==> config.mk <==
export PLATFORM = sky130hd
export DESIGN_NAME = flag_branch_unit_flat
export DESIGN_NICKNAME = d
export VERILOG_FILES = /design/src/rtl/flag_branch_unit_pkg.sv /design/src/rtl/flag_branch_unit_if.sv /design/src/rtl/flag_branch_unit_cond_eval.sv /design/src/rtl/flag_branch_unit.sv /design/src/flat_wrapper.sv
export SDC_FILE = /design/constraint.sdc
export NUM_CORES = 1
export LEC_CHECK = 0
export ABC_AREA = 1
export BUFFER_PORTS_ARGS = -buffer_cell sky130_fd_sc_hd__buf_4
export CAP_MARGIN = 20
export CORE_MARGIN = 1.5
export CORE_UTILIZATION = 43
export CTS_CLUSTER_DIAMETER = 100
export DETAILED_ROUTE_END_ITERATION = 8
export HOLD_SLACK_MARGIN = 0.03
export MAX_ROUTING_LAYER = met4
export PLACE_DENSITY = 0.81
export SYNTH_ARGS = -nofsm -noshare
export SYNTH_HDL_FRONTEND = slang
export SYNTH_SLANG_ARGS = --single-unit
export TNS_END_PERCENT = 30
==> constraint.sdc <==
create_clock -name clk -period 1.73 [get_ports clk]
set_clock_uncertainty 0.15 [all_clocks]
set_input_delay 0.0865 -clock clk [delete_from_list [all_inputs] [get_ports clk]]
set_output_delay 0.0865 -clock clk [all_outputs]
set_load 0.01 [all_outputs]
==> src/rtl/flag_branch_unit_pkg.sv <==
// Shared types for the flag/branch unit: branch kinds, ARMv8 condition codes,
// NZCV bit positions and the redirect FSM states.
// Imported by the interface, the condition evaluator and the top.
package flag_branch_unit_pkg;

    typedef enum logic [1:0] {
        BR_NONE = 2'b00,
        BR_COND = 2'b01,
        BR_CBZ  = 2'b10,
        BR_CBNZ = 2'b11
    } br_type_t;

    typedef enum logic [3:0] {
        COND_EQ = 4'h0,
        COND_NE = 4'h1,
        COND_CS = 4'h2,
        COND_CC = 4'h3,
        COND_MI = 4'h4,
        COND_PL = 4'h5,
        COND_VS = 4'h6,
        COND_VC = 4'h7,
        COND_HI = 4'h8,
        COND_LS = 4'h9,
        COND_GE = 4'hA,
        COND_LT = 4'hB,
        COND_GT = 4'hC,
        COND_LE = 4'hD,
        COND_AL = 4'hE,
        COND_NV = 4'hF
    } cond_t;

    // Bit positions inside the {N,Z,C,V} vector.
    localparam int FLAG_N = 3;
    localparam int FLAG_Z = 2;
    localparam int FLAG_C = 1;
    localparam int FLAG_V = 0;

    typedef enum logic {
        IDLE     = 1'b0,
        REDIRECT = 1'b1
    } fbu_state_t;

endpackage

==> src/rtl/flag_branch_unit_if.sv <==
// Bundle between the pipeline (master) and the flag/branch unit (slave).
// Master drives stall, EX flag inputs and the ID branch descriptor;
// slave returns redirect_valid/redirect_pc, id_kill and architectural flags.
// Optional macro BRANCH_STATS_EN adds stat_taken/stat_not_taken (STAT_W each).
interface flag_branch_unit_if
    import flag_branch_unit_pkg::*;
#(
    parameter int ADDR_W = 64
`ifdef BRANCH_STATS_EN
    , parameter int STAT_W = 32
`endif
);
    // pipeline -> unit
    logic              stall;
    logic              ex_valid;
    logic              ex_set_flags;
    logic              alu_negative;
    logic              alu_zero;
    logic              alu_overflow;
    logic              alu_carry_out;
    logic              id_valid;
    br_type_t          id_br_type;
    cond_t             id_cond;
    logic              id_rt_zero;
    logic [ADDR_W-1:0] id_target;
    // unit -> pipeline
    logic              redirect_valid;
    logic [ADDR_W-1:0] redirect_pc;
    logic              id_kill;
    logic [3:0]        flags;
`ifdef BRANCH_STATS_EN
    logic [STAT_W-1:0] stat_taken;
    logic [STAT_W-1:0] stat_not_taken;
`endif

    modport master (
        output stall, ex_valid, ex_set_flags,
        output alu_negative, alu_zero, alu_overflow, alu_carry_out,
        output id_valid, id_br_type, id_cond, id_rt_zero, id_target,
        input  redirect_valid, redirect_pc, id_kill, flags
`ifdef BRANCH_STATS_EN
        , input stat_taken, stat_not_taken
`endif
    );

    modport slave (
        input  stall, ex_valid, ex_set_flags,
        input  alu_negative, alu_zero, alu_overflow, alu_carry_out,
        input  id_valid, id_br_type, id_cond, id_rt_zero, id_target,
        output redirect_valid, redirect_pc, id_kill, flags
`ifdef BRANCH_STATS_EN
        , output stat_taken, stat_not_taken
`endif
    );

endinterface

==> src/rtl/flag_branch_unit_cond_eval.sv <==
// Purpose: evaluate an ARMv8 condition code against an {N,Z,C,V} vector.
// Latency: purely combinational, zero cycles.
// Backpressure: none; no state, no handshake.
// Ports: nzcv[3:0] in, cond[3:0] in, pass out.
module cond_eval
    import flag_branch_unit_pkg::*;
(
    input  logic [3:0] nzcv,
    input  logic [3:0] cond,
    output logic       pass
);
    logic n, z, c, v;

    assign n = nzcv[FLAG_N];
    assign z = nzcv[FLAG_Z];
    assign c = nzcv[FLAG_C];
    assign v = nzcv[FLAG_V];

    always_comb begin
        pass = 1'b0;
        case (cond_t'(cond))
            COND_EQ: pass = z;
            COND_NE: pass = !z;
            COND_CS: pass = c;
            COND_CC: pass = !c;
            COND_MI: pass = n;
            COND_PL: pass = !n;
            COND_VS: pass = v;
            COND_VC: pass = !v;
            COND_HI: pass = c && !z;
            COND_LS: pass = !c || z;
            COND_GE: pass = (n == v);
            COND_LT: pass = (n != v);
            COND_GT: pass = !z && (n == v);
            COND_LE: pass = z || (n != v);
            COND_AL: pass = 1'b1;
            COND_NV: pass = 1'b1;   // ARMv8 treats NV as always
            default: pass = 1'b0;
        endcase
    end

endmodule

==> src/rtl/flag_branch_unit.sv <==
// Purpose: NZCV register with EX->ID forwarding; resolves B.cond/CBZ/CBNZ in ID.
// Latency: branch in ID at cycle t -> redirect_valid pulse in t+1; ID at t+1 killed.
// Backpressure: stall freezes flags, FSM and redirect outputs (pulse stretches).
// Ports: clk, reset (sync, active-low), bus (flag_branch_unit_if.slave).
// Optional macro BRANCH_STATS_EN adds saturating taken/not-taken counters.
module flag_branch_unit
    import flag_branch_unit_pkg::*;
#(
    parameter int ADDR_W = 64
`ifdef BRANCH_STATS_EN
    , parameter int STAT_W = 32
`endif
)(
    input  logic              clk,
    input  logic              reset,
    flag_branch_unit_if.slave bus
);
    logic [3:0]        flags_q, flags_d;
    fbu_state_t        state_q, state_d;
    logic              redirect_valid_q, redirect_valid_d;
    logic [ADDR_W-1:0] redirect_pc_q, redirect_pc_d;

    logic       ex_writes_flags;
    logic [3:0] alu_nzcv;
    logic [3:0] eff_flags;
    logic       cond_pass;
    logic       br_hit;
    logic       id_kill;
    logic       take;

    assign ex_writes_flags = bus.ex_valid && bus.ex_set_flags;
    assign alu_nzcv = {bus.alu_negative, bus.alu_zero, bus.alu_carry_out, bus.alu_overflow};

    // A flag-setter in EX is older than the branch in ID, so its live flags win.
    assign eff_flags = ex_writes_flags ? alu_nzcv : flags_q;

    cond_eval u_cond_eval (
        .nzcv (eff_flags),
        .cond (bus.id_cond),
        .pass (cond_pass)
    );

    // The instruction in ID while a redirect is out was fetched down the wrong path.
    assign id_kill = (state_q == REDIRECT);

    always_comb begin
        br_hit = 1'b0;
        case (bus.id_br_type)
            BR_COND: br_hit = cond_pass;
            BR_CBZ:  br_hit = bus.id_rt_zero;
            BR_CBNZ: br_hit = !bus.id_rt_zero;
            default: br_hit = 1'b0;
        endcase
    end

    assign take = bus.id_valid && !id_kill && br_hit;

    always_comb begin
        flags_d          = flags_q;
        state_d          = state_q;
        redirect_valid_d = redirect_valid_q;
        redirect_pc_d    = redirect_pc_q;
        if (!bus.stall) begin
            if (ex_writes_flags) begin
                flags_d = alu_nzcv;
            end
            case (state_q)
                IDLE: begin
                    if (take) begin
                        state_d          = REDIRECT;
                        redirect_valid_d = 1'b1;
                        redirect_pc_d    = bus.id_target;
                    end else begin
                        redirect_valid_d = 1'b0;
                    end
                end
                REDIRECT: begin
                    state_d          = IDLE;
                    redirect_valid_d = 1'b0;
                end
                default: begin
                    state_d          = IDLE;
                    redirect_valid_d = 1'b0;
                end
            endcase
        end
    end

    always_ff @(posedge clk) begin
        if (!reset) begin
            flags_q          <= 4'b0000;
            state_q          <= IDLE;
            redirect_valid_q <= 1'b0;
            redirect_pc_q    <= '0;
        end else begin
            flags_q          <= flags_d;
            state_q          <= state_d;
            redirect_valid_q <= redirect_valid_d;
            redirect_pc_q    <= redirect_pc_d;
        end
    end

    assign bus.flags          = flags_q;
    assign bus.redirect_valid = redirect_valid_q;
    assign bus.redirect_pc    = redirect_pc_q;
    assign bus.id_kill        = id_kill;

`ifdef BRANCH_STATS_EN
    logic [STAT_W-1:0] stat_taken_q, stat_taken_d;
    logic [STAT_W-1:0] stat_not_taken_q, stat_not_taken_d;
    logic              resolved;

    // A branch counts once, when it actually leaves ID on a live path.
    assign resolved = bus.id_valid && !id_kill && !bus.stall && (bus.id_br_type != BR_NONE);

    always_comb begin
        stat_taken_d     = stat_taken_q;
        stat_not_taken_d = stat_not_taken_q;
        if (resolved) begin
            if (take) begin
                if (stat_taken_q != {STAT_W{1'b1}}) stat_taken_d = stat_taken_q + 1'b1;
            end else begin
                if (stat_not_taken_q != {STAT_W{1'b1}}) stat_not_taken_d = stat_not_taken_q + 1'b1;
            end
        end
    end

    always_ff @(posedge clk) begin
        if (!reset) begin
            stat_taken_q     <= '0;
            stat_not_taken_q <= '0;
        end else begin
            stat_taken_q     <= stat_taken_d;
            stat_not_taken_q <= stat_not_taken_d;
        end
    end

    assign bus.stat_taken     = stat_taken_q;
    assign bus.stat_not_taken = stat_not_taken_q;
`endif

endmodule

==> src/flat_wrapper.sv <==
// flat-port wrapper written by rule: the top's interface ports become plain ports
module flag_branch_unit_flat import flag_branch_unit_pkg::*;
#(
    parameter int ADDR_W = 64

)
  (clk, reset, bus_stall, bus_ex_valid, bus_ex_set_flags, bus_alu_negative, bus_alu_zero, bus_alu_overflow, bus_alu_carry_out, bus_id_valid, bus_id_br_type, bus_id_cond, bus_id_rt_zero, bus_id_target, bus_redirect_valid, bus_redirect_pc, bus_id_kill, bus_flags);
  flag_branch_unit_if #(.ADDR_W(ADDR_W)) bus_i ();
  input  logic clk;
  input  logic reset;
  input wire logic [$bits(bus_i.stall)-1:0] bus_stall;
  input wire logic [$bits(bus_i.ex_valid)-1:0] bus_ex_valid;
  input wire logic [$bits(bus_i.ex_set_flags)-1:0] bus_ex_set_flags;
  input wire logic [$bits(bus_i.alu_negative)-1:0] bus_alu_negative;
  input wire logic [$bits(bus_i.alu_zero)-1:0] bus_alu_zero;
  input wire logic [$bits(bus_i.alu_overflow)-1:0] bus_alu_overflow;
  input wire logic [$bits(bus_i.alu_carry_out)-1:0] bus_alu_carry_out;
  input wire logic [$bits(bus_i.id_valid)-1:0] bus_id_valid;
  input wire logic [$bits(bus_i.id_br_type)-1:0] bus_id_br_type;
  input wire logic [$bits(bus_i.id_cond)-1:0] bus_id_cond;
  input wire logic [$bits(bus_i.id_rt_zero)-1:0] bus_id_rt_zero;
  input wire logic [$bits(bus_i.id_target)-1:0] bus_id_target;
  output wire logic [$bits(bus_i.redirect_valid)-1:0] bus_redirect_valid;
  output wire logic [$bits(bus_i.redirect_pc)-1:0] bus_redirect_pc;
  output wire logic [$bits(bus_i.id_kill)-1:0] bus_id_kill;
  output wire logic [$bits(bus_i.flags)-1:0] bus_flags;
  assign bus_i.stall = bus_stall;
  assign bus_i.ex_valid = bus_ex_valid;
  assign bus_i.ex_set_flags = bus_ex_set_flags;
  assign bus_i.alu_negative = bus_alu_negative;
  assign bus_i.alu_zero = bus_alu_zero;
  assign bus_i.alu_overflow = bus_alu_overflow;
  assign bus_i.alu_carry_out = bus_alu_carry_out;
  assign bus_i.id_valid = bus_id_valid;
  assign bus_i.id_br_type = bus_id_br_type;
  assign bus_i.id_cond = bus_id_cond;
  assign bus_i.id_rt_zero = bus_id_rt_zero;
  assign bus_i.id_target = bus_id_target;
  assign bus_redirect_valid = bus_i.redirect_valid;
  assign bus_redirect_pc = bus_i.redirect_pc;
  assign bus_id_kill = bus_i.id_kill;
  assign bus_flags = bus_i.flags;
  flag_branch_unit #(.ADDR_W(ADDR_W)) u_core (.clk(clk), .reset(reset), .bus(bus_i));
endmodule
==> results_dict.tcl, run 1 <==
set metrics [dict create \
    status "complete, but fails checks" \
    violations "negative setup slack" \
    portBuffers 150 \
    placed_area_um2 4807 \
    worst_slack_ns -0.3345 \
    rsz0062_at_grt "true" \
    h-tree-depth 3 \
    globalRouteOverflowTotal 0 \
    yosysSeqAreaShare 0.3861 \
    numCtsBuffers 9 \
    max_freq_ghz 0.4844 \
    power.leakage_nw 3.026 \
    power_frac_clock 0.358 \
    vdd_drop_max_mv 0.6155 \
    drc 0 \
    synth_top_flop_cell "dfxtp_1" \
    area.sequential_um2 1385 \
    setup_tns_ns -15.58 \
    clk_latency_ns 0.33 \
    ys_top_cells_by_count "nand2_1, inv_1, nor2_1, a21oi_1, dfxtp_1" \
    yosys.area.top_type_share 0.3861 \
    path_class "reg -> reg" \
    cts.clk_slew.worst_paths_ns 0.08 \
    root_buffer "clkbuf_8" \
    syn_nets 603 \
    clk_path_buf_depth 2 \
    antenna_left 0 \
    vias 4122 \
    cpMaxStageDelayCell "dfxtp_2" \
    worstSetupStartpointType "flop" \
    clock_sinks 69 \
    antenna_found_initial 0 \
    endpoint_kind "flop" \
    num_rows 33 \
    nets 821 \
    finalSetupViolCount 65 \
    arrival_ns 2.13 \
    yosys_register_bits 69 \
    hpwl_um 6166 \
    avgRoutedWirePerCell_um 13.57 \
    netlist_instances 522 \
    synth-edff-count 0 \
    first_pass_iters 4 \
    cap_violations 0 \
    pin_count 151 \
    grt_pass1_vias 3667 \
    power_density_nw_per_um2 756.6 \
    report.final.hold_viol_count 0 \
    die_w_um 94.21 \
    yosysTopAreaCell "dfxtp_1" \
    p_comb_frac 0.267 \
    multi_input_area_um2 1869 \
    via_per_inst 4.849 \
    async_reset_ff_frac 0 \
    antenna_cells 0 \
    synth_most_common_cell "nand2_1" \
    total_power_mw 4.627 \
    fin_util 0.7517 \
    cts_tree "yes" \
    cp_data_required_time_ns 1.80 \
    dp.cells 758 \
    post-route-min-period_ns 2.064 \
    grtUsageTotal 0.2299 \
    wirelength_um 11530 \
    die_y_um 94.21 \
    finalNonFillerCells 850 \
    fin_area_um2 6115 \
    ys_warn_count 0 \
    max_slew_margin 0.7057 \
    start_util 0.4398 \
    yosys-top-cells-area "dfxtp_1, nand2_1, a21oi_1, inv_1, nand3_2" \
    max_slew.worst_pin.slew_ns 0.4389 \
    path_max_fanout 21 \
    grt_pass1_wl_um 15850 \
    fillers 570 \
    yosys.cell_types.count 23 \
    whs_ns 0.02327 \
    power.switching_mw 1.283 \
    gp_congestion 0.9219 \
    dieArea_um2 8876 \
    hold_class "in -> reg" \
    p_int_mw 3.344 \
    crit_top_cell "nor2_1" \
    core_um2 8134 \
    min_period_over_period 1.193 \
    area_growth_pct 70.93 \
    sw_frac_of_total 0.2772 \
    p_seq_frac 0.376 \
    dp_slack_ns -0.2244 \
    rrSetupSlack_ns -0.33 \
    syn_area_per_cell_um2 6.853 \
    drtIter0Drc 98 \
    slew_viol_final 0 \
    slowest_delay_ns 0.35 \
    drive_gt1_frac 0.3799 \
    grt_max_degree 82 \
    crit_chain "nand2_1, nand2_2, nand2_2, nand2_2, nor2_1, nor2_1, nand2_1, nor2_1, nand2_1, nand2_4, nand2_8, clkbuf_16, a21oi_1, nor2_1" \
    netlist_area_um2 3577 \
]
-- worst paths after layout --
path / startpoint / depth (start not counted) / end
min reg2reg: u_core.bus.redirect_pc[9]$_SDFFE_PN0P_ / 2 / u_core.bus.redirect_pc[9]$_SDFFE_PN0P_
max reg2reg: u_core.bus.flags[0]$_SDFFE_PN0N_ / 14 / u_core.bus.redirect_pc[54]$_SDFFE_PN0P_
min: bus_alu_carry_out / 5 / u_core.bus.flags[1]$_SDFFE_PN0N_
max: u_core.bus.flags[0]$_SDFFE_PN0N_ / 14 / u_core.bus.redirect_pc[54]$_SDFFE_PN0P_
-- registers in the layout (all words and copies together), names as in the netlist --
name,flops
u_core.bus.flags,4
u_core.bus.id_kill,1
u_core.bus.redirect_pc,64
-- placed cells by master (no fill, tap or decap), types with 2 or more instances in the layout --
cell type	Yosys	layout
buf_4	1	164
nand2_8	0	2
a21oi_2	0	19
buf_12	1	6
inv_1	81	79
nand2_2	4	11
a21oi_4	0	2
clkbuf_16	0	5
dfxtp_1	69	66
nor2_1	72	72
bufinv_16	0	3
o21ai_1	3	2
dlygate4sd3_1	0	66
o21ai_0	4	4
a21oi_1	70	49
inv_2	1	3
nand3_2	30	46
clkbuf_8	0	11
nand3_1	44	28
nand2_1	101	92
dfxtp_2	0	3
-- what timing repair did --
action,4_1_cts,5_1_grt
setup endpoints to repair,65,65
hold endpoints to repair,69,0
hold buffers,66,0
cloned,0,8
pin swaps,0,11
gates resized for setup,2,50
setup buffers,0,2
-- power by group through the flow --
stage	sequential, mW	combinational (mW)	clock, mW
floorplan	1.80	0.525	0
global placement	1.76	0.888	0
detailed placement	1.76	0.912	0
CTS	1.73	1.03	1.67
global route	1.75	1.33	1.75
finish	1.74	1.23	1.66
-- cells by family after synthesis --
logic type / after synthesis / share of synthesized area
and+or+nand+nor: 255 / 0.3421
buffers and inverters: 119 / 0.1595
AOI/OAI and AO/OA: 78 / 0.1098
DFF: 69 / 0.3861
xor gates and xnor gates: 1 / 0.002449
-- routing by layer --
metal / routed length (um) / GRT usage
met4: 208 / 0.07338
met5: 0 / -
met2: 6218 / 0.4131
met1: 4509 / 0.2565
met3: 595 / 0.04126
-- cell type report --
class	count	share of cell area
sequential	69	0.2265
tap	105	0.02149
timing repair buffer	243	0.3538
clock buffer	11	0.02476
inverter	82	0.05034
multi-input combinational	335	0.3057
clock inverter	5	0.01739
-- worst max-delay path, delay by kind of cell (launching register included) --
kind | cells | cell delay [ns]
flops | 1 | 0.35
simple gates | 12 | 1.04
buf+inv | 1 | 0.22
compound gates | 1 | 0.17
Power figures use the tool's default switching activity.
==> inputs of run 2 (changes only) <==
- BUFFER_PORTS_ARGS: -buffer_cell sky130_fd_sc_hd__buf_4 -> default
- CORE_UTILIZATION: 43 -> 45
- DONT_BUFFER_PORTS: default -> 1
- PLACE_DENSITY: 0.81 -> 0.67
- RECOVER_POWER: default -> 100
==> results_dict.tcl, run 2 (same netlist as run 1, synthesis figures left out) <==
set metrics [dict create \
    fin_area_um2 4418 \
    rsz0062_at_grt "true" \
    area_growth_pct 23.50 \
    finalSetupViolCount 65 \
    dieArea_um2 8493 \
    antenna_cells 0 \
    cp_data_required_time_ns 1.81 \
    drtIter0Drc 140 \
    first_pass_iters 4 \
    max_slew_margin 0.7143 \
    vias 3289 \
    wirelength_um 9484 \
    max_slew.worst_pin.slew_ns 0.4274 \
    gp_congestion 0.9221 \
    finalNonFillerCells 643 \
    antenna_left 0 \
    violations "negative hold slack, negative setup slack" \
    max_freq_ghz 0.4964 \
    path_class "reg -> reg" \
    die_w_um 92.16 \
    power_density_nw_per_um2 988.8 \
    grt_max_degree 75 \
    grt_pass1_vias 2790 \
    reg2reg_depth 14 \
    r2r_start "u_core.bus.flags[3]$_SDFFE_PN0N_" \
    top_layer_used "met4" \
    rrSetupSlack_ns -0.28 \
    p_comb_frac 0.186 \
    final_common_cell "nand2_1" \
    layout_common_cells "nand2_1, inv_1, nor2_1" \
    sw_frac_of_total 0.2704 \
    grt_pass1_wl_um 12420 \
    die_y_um 92.16 \
    h-tree-depth 3 \
    avgRoutedWirePerCell_um 14.75 \
    clk_path_buf_depth 2 \
    drive_gt1_frac 0.2237 \
    worst_slack_ns -0.2847 \
    post-route-min-period_ns 2.015 \
    hold_path_depth 2 \
    fin_util 0.5717 \
    placed_area_um2 3645 \
    report.final.hold_viol_count 64 \
    via_per_inst 5.115 \
    clk_latency_ns 0.35 \
    core_um2 7727 \
    start_util 0.4629 \
    min_to "u_core.bus.redirect_pc[43]$_SDFFE_PN0P_" \
    reg2reg_to "u_core.bus.redirect_pc[59]$_SDFFE_PN0P_" \
    p_seq_frac 0.409 \
    hold_buffers 6 \
    routed-wl-met3_um 586 \
    arrival_ns 2.09 \
    hold_class "in -> reg" \
    drc 0 \
    numCtsBuffers 9 \
    slew_viol_final 0 \
    path_max_fanout 7 \
    endpoint_kind "flop" \
    vdd_drop_max_mv 0.4299 \
    portBuffers 0 \
    power.switching_mw 1.181 \
    power_frac_clock 0.405 \
    worstSetupStartpointType "flop" \
    root_buffer "clkbuf_8" \
    pin_count 151 \
    cts.clk_slew.worst_paths_ns 0.08 \
    grtUsageTotal 0.1885 \
    setup_tns_ns -14.21 \
    p_int_mw 3.187 \
    antenna_found_initial 0 \
    globalRouteOverflowTotal 0 \
    nets 617 \
    dp.cells 604 \
    largest_reg_flops 64 \
    num_rows 32 \
    cts_tree "yes" \
    hpwl_um 5283 \
    min_from "reset" \
    cap_violations 0 \
    clock_sinks 69 \
    status "complete, but fails checks" \
    wl_met1_um 4128 \
    whs_ns -0.2938 \
    min_period_over_period 1.165 \
    power.leakage_nw 2.057 \
    wl_met2_um 4597 \
]
run 2: timing repair:
| item | 4_1_cts | 5_1_grt |
|---|---|---|
| hold endpoints to repair | 69 | 64 |
| buffers inserted | 0 | 3 |
| endpoints found under the setup margin | 64 | 65 |
| pin swaps | 0 | 6 |
| resized for setup | 1 | 44 |
| gates cloned | 0 | 14 |
run 2: worst max path at each step:
| stage | end | startpoint | slack [ns] | cells past startpoint |
|---|---|---|---|---|
| floorplan | u_core.bus.redirect_pc[0]$_SDFFE_PN0P_ | u_core.bus.flags[0]$_SDFFE_PN0N_ | -0.02 | 15 |
| global placement | u_core.bus.redirect_pc[22]$_SDFFE_PN0P_ | u_core.bus.flags[3]$_SDFFE_PN0N_ | -0.13 | 16 |
| detailed placement | u_core.bus.redirect_pc[31]$_SDFFE_PN0P_ | u_core.bus.flags[0]$_SDFFE_PN0N_ | -0.16 | 15 |
| CTS | u_core.bus.redirect_pc[31]$_SDFFE_PN0P_ | u_core.bus.flags[0]$_SDFFE_PN0N_ | -0.18 | 15 |
| global route | u_core.bus.redirect_pc[59]$_SDFFE_PN0P_ | u_core.bus.flags[0]$_SDFFE_PN0N_ | -0.39 | 15 |
| finish | u_core.bus.redirect_pc[59]$_SDFFE_PN0P_ | u_core.bus.flags[3]$_SDFFE_PN0N_ | -0.28 | 14 |
run 2: power by group through the flow:
| stage | combinational, mW | sequential (mW) | clock [mW] |
|---|---|---|---|
| after floorplan | 0.525 | 1.80 | 0 |
| after global placement | 0.538 | 1.81 | 0 |
| after detailed placement | 0.556 | 1.82 | 0 |
| after CTS | 0.571 | 1.78 | 1.80 |
| after global routing | 0.893 | 1.79 | 1.87 |
| final | 0.815 | 1.79 | 1.77 |
run 2: worst max-delay path, stage by stage, from the launching register on:
cell       delay (ns)
dfxtp_2          0.37
nand2_4          0.07
nand2_4          0.08
nand2_2          0.06
nand2_2          0.08
nor2_1           0.04
nor2_1           0.08
nand2_1          0.06
nor2_1           0.11
nand2_2          0.08
nand2_4          0.14
nand2_8          0.13
clkbuf_16        0.21
a21oi_1          0.14
nor2_1           0.08
run 2: metrics by stage:
| stage | power, mW | setup WS [ns] |
|---|---|---|
| after floorplan | 2.325 | -0.01620 |
| after global placement | 2.353 | -0.1267 |
| after detailed placement | 2.372 | -0.1592 |
| after CTS | 4.151 | -0.1753 |
| after global routing | 4.556 | -0.3895 |
| final | 4.368 | -0.2847 |
run 2: layer usage:
layer,global-route usage,vias up
met3,0.04892,15
met1,0.1971,1506
li1,-,1648
met2,0.3296,120
met4,0.08974,0
met5,-,-
run 2: area by class of cell:
class	instances	area [um2]
clock buffer	10	137.6
tap	102	127.6
fill	712	3309
inverter	82	307.8
sequential	69	1384
clock inverter	6	133.9
multi-input combinational	336	1808
timing repair buffer	38	519.2
==> inputs of run 3 (changes only) <==
- CELL_PAD_IN_SITES_DETAIL_PLACEMENT: default -> 1
- CELL_PAD_IN_SITES_GLOBAL_PLACEMENT: default -> 1
- CORE_UTILIZATION: 45 -> 39
- PLACE_DENSITY: 0.67 -> 0.81
==> results_dict.tcl, run 3 (same netlist as run 1, synthesis figures left out) <==
set metrics [dict create \
    die_w_um 98.77 \
    globalRouteOverflowTotal 0 \
    dieArea_um2 9756 \
    h-tree-depth 3 \
    post-route-min-period_ns 1.997 \
    max_slew.worst_pin.slew_ns 0.3671 \
    power.leakage_nw 2.247 \
    p_int_mw 2.754 \
    fin_util 0.5646 \
    max_freq_ghz 0.5008 \
    grt_pass1_wl_um 18100 \
    vdd_drop_max_mv 0.3447 \
    die_y_um 98.77 \
    total_power_mw 4.010 \
    portBuffers 0 \
    root_buffer "clkbuf_8" \
    core_um2 8806 \
    clock_sinks 69 \
    fin_area_um2 4972 \
    start_util 0.4062 \
    cts.clk_slew.worst_paths_ns 0.08 \
    dp_slack_ns -0.2353 \
    hold_class "in -> reg" \
    worstSetupStartpointType "flop" \
    nets 674 \
    clk_path_buf_depth 2 \
    worst_slack_ns -0.2668 \
    path_class "reg -> reg" \
    grt_max_degree 67 \
    final_common_cell "nand2_1" \
    power.switching_mw 1.256 \
    path_max_fanout 8 \
    slew_viol_final 0 \
    largest_reg_flops 64 \
    grt_pass1_vias 3825 \
    grtUsageTotal 0.2405 \
    drive_gt1_frac 0.2328 \
    drtIter0Drc 123 \
    power_density_nw_per_um2 806.4 \
    hpwl_um 6689 \
    gp_congestion 0.8398 \
    via_per_inst 5.087 \
    rsz0062_at_grt "true" \
    first_pass_iters 6 \
    cp_data_required_time_ns 1.87 \
    min_period_over_period 1.154 \
    max_slew_margin 0.7545 \
    numCtsBuffers 9 \
    report.final.hold_viol_count 0 \
    layout_common_cells "nand2_1, inv_1, dlygate4sd3_1" \
    drc 12 \
    vias 3586 \
    pin_count 151 \
    wirelength_um 11940 \
    area_growth_pct 39.00 \
    antenna_cells 0 \
    arrival_ns 2.13 \
    status "complete, but fails checks" \
    placed_area_um2 3700 \
    cap_violations 0 \
    avgRoutedWirePerCell_um 16.93 \
    violations "design-rule violations, negative setup slack" \
    clk_latency_ns 0.34 \
    sw_frac_of_total 0.3132 \
    cts_tree "yes" \
    p_seq_frac 0.447 \
    p_comb_frac 0.234 \
    num_rows 34 \
    finalSetupViolCount 65 \
    power_frac_clock 0.320 \
    antenna_found_initial 0 \
    antenna_left 0 \
    endpoint_kind "flop" \
]
run 3: changes by cell type in the layout (fill, tap and decap cells not counted), sizes merged:
cell,delta
buf,+1
bufinv,-3
clkbuf,-6
clkinv,+1
clkinvlp,+1
dlygate4sd3,+64
nand2,-2
run 3: worst paths after layout:
| path | startpoint | to | slack [ns] | cells after the start |
|---|---|---|---|---|
| hold reg to reg | u_core.bus.redirect_pc[18]$_SDFFE_PN0P_ | u_core.bus.redirect_pc[18]$_SDFFE_PN0P_ | 0.40 | 2 |
| setup / recovery | u_core.bus.flags[0]$_SDFFE_PN0N_ | u_core.bus.redirect_pc[34]$_SDFFE_PN0P_ | -0.27 | 17 |
| setup reg to reg | u_core.bus.flags[0]$_SDFFE_PN0N_ | u_core.bus.redirect_pc[34]$_SDFFE_PN0P_ | -0.27 | 17 |
| hold / removal | bus_id_valid | u_core.bus.id_kill$_SDFFE_PN0N_ | 0.1 | 4 |
run 3: per-layer routing:
metal  share of wire  global-route usage  vias to the layer above  wire (um)
met1            0.38              0.2398                     1699       4528
met3           0.054             0.05674                       24        644
met4           0.024             0.08901                        0        285
met2            0.54              0.4520                      109       6477
li1                -                   -                     1754          -
met5               0                   -                        -          0
run 3: cell type report:
type,count,area (um2)
Sequential cell,69,1384
Inverter,82,307.8
Timing Repair Buffer,97,1082
Multi-Input combinational cell,334,1883
Clock buffer,10,127.6
Clock inverter,5,52.55
Tap cell,108,135.1
Fill cell,1094,3834
run 3: per-stage QoR:
step	std cells	hold slack [ns]	TNS [ns]
final	705	0.09907	-12.88
after global routing	705	0.1131	-21.89
after CTS	703	0.08075	-10.32
after detailed placement	613	0.06858	-12.20
after global placement	613	0.04553	-5.632
after floorplan	522	0.1488	-0.7375
run 3: timing repair:
action / 4_1_cts / 5_1_grt
cloned: 1 / 2
endpoints found under the setup margin: 65 / 65
setup buffers: 3 / 0
endpoints found under the hold margin: 69 / 0
pin swaps: 3 / 17
hold buffers: 71 / 0
gates resized for setup: 16 / 53
run 3: power groups by stage:
stage | Clock, mW | Sequential (mW) | Combinational [mW]
floorplan | 0 | 1.80 | 0.525
global placement | 0 | 1.82 | 0.560
detailed placement | 0 | 1.82 | 0.593
CTS | 1.32 | 1.78 | 0.814
global route | 1.39 | 1.80 | 1.02
finish | 1.28 | 1.79 | 0.936
run 3: worst max-delay path, stage by stage (launching register included):
cell	delay, ns
dfxtp_2	0.34
inv_2	0.07
nand2_2	0.06
nand2_2	0.09
nand2_4	0.07
nand2_4	0.07
nor2_2	0.03
nor2_1	0.08
nand2_1	0.06
nor2_1	0.11
nand2_1	0.07
nand2_2	0.10
nand2_8	0.11
buf_12	0.16
clkbuf_16	0.15
nand3_1	0.06
nand2_1	0.06
nor2_1	0.10
